## src/rtl/seq_shift_add_multiplier.sv

```systemverilog
// Sequential shift-add multiplier: one multiplier bit per clock, valid/ready on both sides.
// Define SEQ_MULT_SIGNED_EN to honour is_signed (two's-complement mode) per operation.
module seq_shift_add_multiplier #(
  parameter int WIDTH = 8
) (
  input  logic               clk,
  input  logic               rst_n,
  input  logic               in_valid,
  output logic               in_ready,
  input  logic [WIDTH-1:0]   in1,
  input  logic [WIDTH-1:0]   in2,
  input  logic               is_signed,
  output logic               out_valid,
  input  logic               out_ready,
  output logic [2*WIDTH-1:0] out,
  output logic               busy
);

  localparam int CW = $clog2(WIDTH);

  typedef enum logic [1:0] {IDLE, CALC, DONE} state_t;

  state_t             state, state_n;
  logic [WIDTH-1:0]   mcand, mplier, mplier_n;
  logic [WIDTH-1:0]   mcand_in, mplier_in;
  logic [WIDTH:0]     acc, sum, acc_n;
  logic [CW-1:0]      cnt;
  logic               last;
  logic [2*WIDTH-1:0] product, result;

  // One shift-add step: the product's low half builds up in mplier as its bits shift out.
  assign sum      = acc + {1'b0, (mplier[0] ? mcand : '0)};
  assign acc_n    = {1'b0, sum[WIDTH:1]};
  assign mplier_n = {sum[0], mplier[WIDTH-1:1]};
  assign product  = {acc_n[WIDTH-1:0], mplier_n};
  assign last     = (cnt == CW'(WIDTH - 1));

`ifdef SEQ_MULT_SIGNED_EN
  logic neg, neg_in;

  // Magnitudes fit WIDTH unsigned bits, including 2^(WIDTH-1) for the most-negative value.
  assign mcand_in  = (is_signed && in1[WIDTH-1]) ? (~in1 + 1'b1) : in1;
  assign mplier_in = (is_signed && in2[WIDTH-1]) ? (~in2 + 1'b1) : in2;
  assign neg_in    = is_signed & (in1[WIDTH-1] ^ in2[WIDTH-1]);
  assign result    = neg ? (~product + 1'b1) : product;

  always_ff @(posedge clk or negedge rst_n) begin
    if (!rst_n)                          neg <= 1'b0;
    else if (state == IDLE && in_valid)  neg <= neg_in;
  end
`else
  logic unused_is_signed;

  assign unused_is_signed = is_signed;
  assign mcand_in         = in1;
  assign mplier_in        = in2;
  assign result           = product;
`endif

  // NOTE: sequential state uses non-blocking (<=) so every flop samples pre-edge values.
  always_ff @(posedge clk or negedge rst_n) begin
    if (!rst_n) state <= IDLE;
    else        state <= state_n;
  end

  always_comb begin
    // NOTE: default first so every path assigns state_n and no latch is inferred.
    state_n = state;
    case (state)
      IDLE:    if (in_valid)  state_n = CALC;
      CALC:    if (last)      state_n = DONE;
      DONE:    if (out_ready) state_n = IDLE;
      default:                state_n = IDLE;
    endcase
  end

  always_ff @(posedge clk or negedge rst_n) begin
    if (!rst_n) begin
      mcand  <= '0;
      mplier <= '0;
      acc    <= '0;
      cnt    <= '0;
      out    <= '0;
    end else begin
      case (state)
        IDLE: if (in_valid) begin
          mcand  <= mcand_in;
          mplier <= mplier_in;
          acc    <= '0;
          cnt    <= '0;
        end
        CALC: begin
          acc    <= acc_n;
          mplier <= mplier_n;
          cnt    <= cnt + 1'b1;
          if (last) out <= result;
        end
        default: ;
      endcase
    end
  end

  // Handshake outputs are pure state decodes, so no input reaches an output combinationally.
  assign in_ready  = (state == IDLE);
  assign out_valid = (state == DONE);
  assign busy      = (state != IDLE);

endmodule

```

## config.mk

```make
export PLATFORM = sky130hd
export DESIGN_NAME = seq_shift_add_multiplier
export DESIGN_NICKNAME = d
export VERILOG_FILES = /design/src/rtl/seq_shift_add_multiplier.sv
export SDC_FILE = /design/constraint.sdc
export NUM_CORES = 1
export LEC_CHECK = 0
export BUFFER_PORTS_ARGS = -buffer_cell sky130_fd_sc_hd__clkbuf_2
export CAP_MARGIN = 15
export CORE_MARGIN = 2
export CORE_UTILIZATION = 55
export CTS_CLUSTER_DIAMETER = 150
export DETAILED_ROUTE_END_ITERATION = 8
export MAX_ROUTING_LAYER = met4
export PLACE_DENSITY_LB_ADDON = 0.12
export SLEW_MARGIN = 20
export SYNTH_ARGS = -nofsm -noshare
export SYNTH_HDL_FRONTEND = slang
export SYNTH_SLANG_ARGS = --single-unit
```

## constraint.sdc

```tcl
create_clock -name clk -period 2.2 [get_ports clk]
set_input_delay 0.22 -clock clk [delete_from_list [all_inputs] [get_ports clk]]
set_output_delay 0.22 -clock clk [all_outputs]
set_load 0.02 [all_outputs]
```

==> summary.txt <==
Routing
  • Total wirelength of the detailed-routed design: 4010 um
  • Pre-Repair DR Iteration Count: 5
  • Total via count in the routed design: 1511
  • Via density: 5.36
  • WL/cell: 14.2 um
  • DRC violation total after the first TritonRoute iteration: 69
  • Detailed-route DRC error count: 0
  • Remaining number of nets flagged by the antenna check after routing: 0

Floorplan
  • Die Area: 4430 um2
  • CORE AREA: 3720 um2
  • Die Y-Extent: 66.6 um
  • Horizontal die dimension: 66.6 um
  • Std cell rows: 22
  • I/O pin count: 40
  • Starting utilization of the core area: 58.0%

Place
  • Total of buffers placed on input and output ports: 38
  • Area after detailed placement: 2380 um2
  • Detail Placement HPWL: 3000 um
  • Routability Congestion: 0.842
  • Dpl ws: -0.0472 ns

Layout
  • Antenna diode count: 0
  • Post-route core utilization: 67.4%
  • Most common library cell in the layout ignoring fill and taps: sky130_fd_sc_hd__dfrtp_1
  • Final-layout fill cell count: 306
  • Area occupied by multi-input gates: 988 um2
  • Area added between synthesis and finish: 16.3%
  • Most frequent cells in the layout: 45 x sky130_fd_sc_hd__dfrtp_1, 38 x sky130_fd_sc_hd__clkbuf_2, 26 x sky130_fd_sc_hd__nand2_1, 26 x sky130_fd_sc_hd__o21ai_0, 12 x sky130_fd_sc_hd__mux2_2
  • Sequential cell area: 1130 um2
  • NumNets Final: 266
  • Final instance area: 2510 um2
  • Share of final-layout standard cells stronger than drive strength 1: 31.6%

STA
  • Final setup viols: 0
  • Final critical-path share of the clock period: 93.4%
  • Headroom to the max-slew limit: 54.6%
  • Max Clock Freq: 487 MHz
  • Final max-slew violation count: 0
  • Largest clock skew in the final design: 0.00808 ns
  • Slew at the pin with the worst max-slew slack: 0.681 ns
  • Number of hold violations in the final report: 0
  • Final worst-path setup slack: 0.145 ns
  • RSZ-0062 raised after global routing: false
  • Final critical-path required period: 2.06 ns

Power and ir drop
  • Final Power: 3.49 mW
  • Static leakage power: 1.28 nW
  • Maximum vdd ir drop: 675 uV
  • Ratio of total power to cell area: 1390 nW/um2

Clock tree
  • CTS Buffer Depth: 2
  • H-tree depth: 2
  • # clock sinks: 45
  • Master cell of the clock root buffer: sky130_fd_sc_hd__clkbuf_8
  • Clock tree from TritonCTS: done
  • Clk pin slew, worst setup/hold paths: 0.08 ns
  • Number of buffers inserted during clock tree synthesis: 5
  • Later-pin clock latency in the skew report: 0.29 ns

Setup path
  • WP data required: 2.34 ns
  • Library cell contributing the largest single delay on the critical path: sky130_fd_sc_hd__dfrtp_1
  • Kind of end point of the critical path: register
  • Start-to-end type of the worst setup path: reg -> reg
  • Type of element launching the critical path: register
  • Maximum fanout encountered on the critical timing path: 3
  • Critical path buffers and inverters: 0
  • Ordered cell list for the critical path: and2_1 -> ha_1 -> fa_2 -> a21oi_4 -> o211ai_1 -> a21oi_2 -> xor2_1 -> o21ai_0
  • Slowest Stage Delay on Critical Path: 0.39 ns
  • Critical path data arrival time: 2.20 ns
  • Kind of cell with the highest combined delay on the critical path: adder cells

Logic synthesis
  • Synthesized area per cell: 11.2 um2
  • Number of cells produced by synthesis: 192
  • Library cells used by synthesis: 29
  • Cell Area, Synth: 2150 um2
  • Share of Yosys cell area claimed by the top area cell type: 52.3%
  • Register bit count reported by yosys: 45
  • Count of yosys warnings during synthesis: 0
  • Sequential-to-total area share from yosys stat: 52.3%
  • Main area contributors after synthesis: sky130_fd_sc_hd__dfrtp_1 52%, sky130_fd_sc_hd__o21ai_0 6.3%, sky130_fd_sc_hd__mux2_2 6.3%
  • Syn nets: 224
  • Cell type with the highest aggregate area in the netlist: sky130_fd_sc_hd__dfrtp_1

Global routing
  • Maximum number of pins on one net before global-route repair: 29
  • Antenna violations before repair: 0
  • Number of global-route vias before repair: 1523
  • First-pass GRT wire length: 6950 um
  • Global-route usage over all layers: 22.1%
  • Final global-route overflow total: 0

Job
  • Number of maximum-capacitance violations: 0

Outcome
  • Status: completed

Worst hold path
  • Path class of the lowest-slack min-delay path: in -> reg
## cell usage after synthesis, drive strengths merged
| master | instances |
|---|---|
| dfrtp | 45 |
| nand2 | 28 |
| o21ai | 27 |
| mux2 | 17 |
| nand3 | 11 |
| ha | 10 |
| and2 | 8 |
| mux2i | 8 |
| a21oi | 6 |
| buf | 6 |
| xor2 | 5 |
| nor2 | 4 |
| inv | 3 |
| clkbuf | 2 |
| nand2b | 2 |
| o211ai | 2 |
| a211oi | 1 |
| a21o | 1 |
| and2b | 1 |
| fa | 1 |
| nor2b | 1 |
| o21a | 1 |
| o21bai | 1 |
| xnor2 | 1 |
## state kept, by name, summed over array words and instances, names as in the netlist
signal  flops
acc         8
mplier      8
cnt         3
out        16
state       2
mcand       8
## metrics by stage
step	TNS (ns)	hold WS (ns)	std cells
floorplan	0	-0.0756	192
global placement	0	0.0423	274
detailed placement	-0.0631	0.0478	274
CTS	0	0.126	282
global route	0	0.135	282
finish	0	0.133	282
## what timing repair did
action	4_1_cts	5_1_grt
hold buffers	1	0
setup endpoints to repair	4	6
pin swaps	1	3
gates cloned	0	0
endpoints found under the hold margin	4	0
gates resized for setup	1	5
setup buffers	0	0
## worst register-to-register path: stages, from the launching register on
cell                       delay [ns]
sky130_fd_sc_hd__dfrtp_1         0.39
sky130_fd_sc_hd__and2_1          0.17
sky130_fd_sc_hd__ha_1            0.23
sky130_fd_sc_hd__fa_2            0.39
sky130_fd_sc_hd__a21oi_4         0.15
sky130_fd_sc_hd__o211ai_1        0.13
sky130_fd_sc_hd__a21oi_2         0.17
sky130_fd_sc_hd__xor2_1          0.18
sky130_fd_sc_hd__o21ai_0         0.10
## kinds of logic after synthesis
family                     Yosys count  synth area share (%)
and+or+nand+nor                     55                  12.3
xor gates and xnor gates             6                  2.44
adders and majority gates           11                  6.74
DFF                                 45                  52.3
AOI/OAI and AO/OA                   39                  9.99
buffers and inverters               11                  2.85
muxes                               25                  13.5
## layout make-up
class	instances	share of cell area, %
tap	48	2.40
sequential	45	44.9
timing repair buffer	43	9.19
clock buffer	6	3.30
clock inverter	1	0.300
inverter	3	0.449
multi-input combinational	136	39.4
## report_power, final
group          switching (mW)  internal [mW]  total (mW)  leakage, nW
clock network           0.258          0.248       0.506       0.0433
registers               0.214           1.19        1.40        0.570
logic                   0.919          0.664        1.58        0.670
## worst paths after layout
path	from	endpoint	slack, ns	depth (start not counted)
max in group asynchronous	rst_n	mplier[0]	1.43	3
worst max-delay path	mcand[0]	acc[5]	0.14	8
worst min register to register	out[13]	out[13]	0.49	2
min in group asynchronous	rst_n	state[0]	0.27	2
worst max register to register	mcand[0]	acc[5]	0.14	8
worst min-delay path	out_ready	state[1]	0.13	2
## metal layers
metal  wire [um]  vias to the layer above  track usage [%]
li1            -                      744                -
met1        1770                      726             25.9
met2        1990                       35             36.1
met3         182                        6             6.59
met4          62                        0             7.91
met5           0                        -                -
Power figures use the tool's default switching activity.
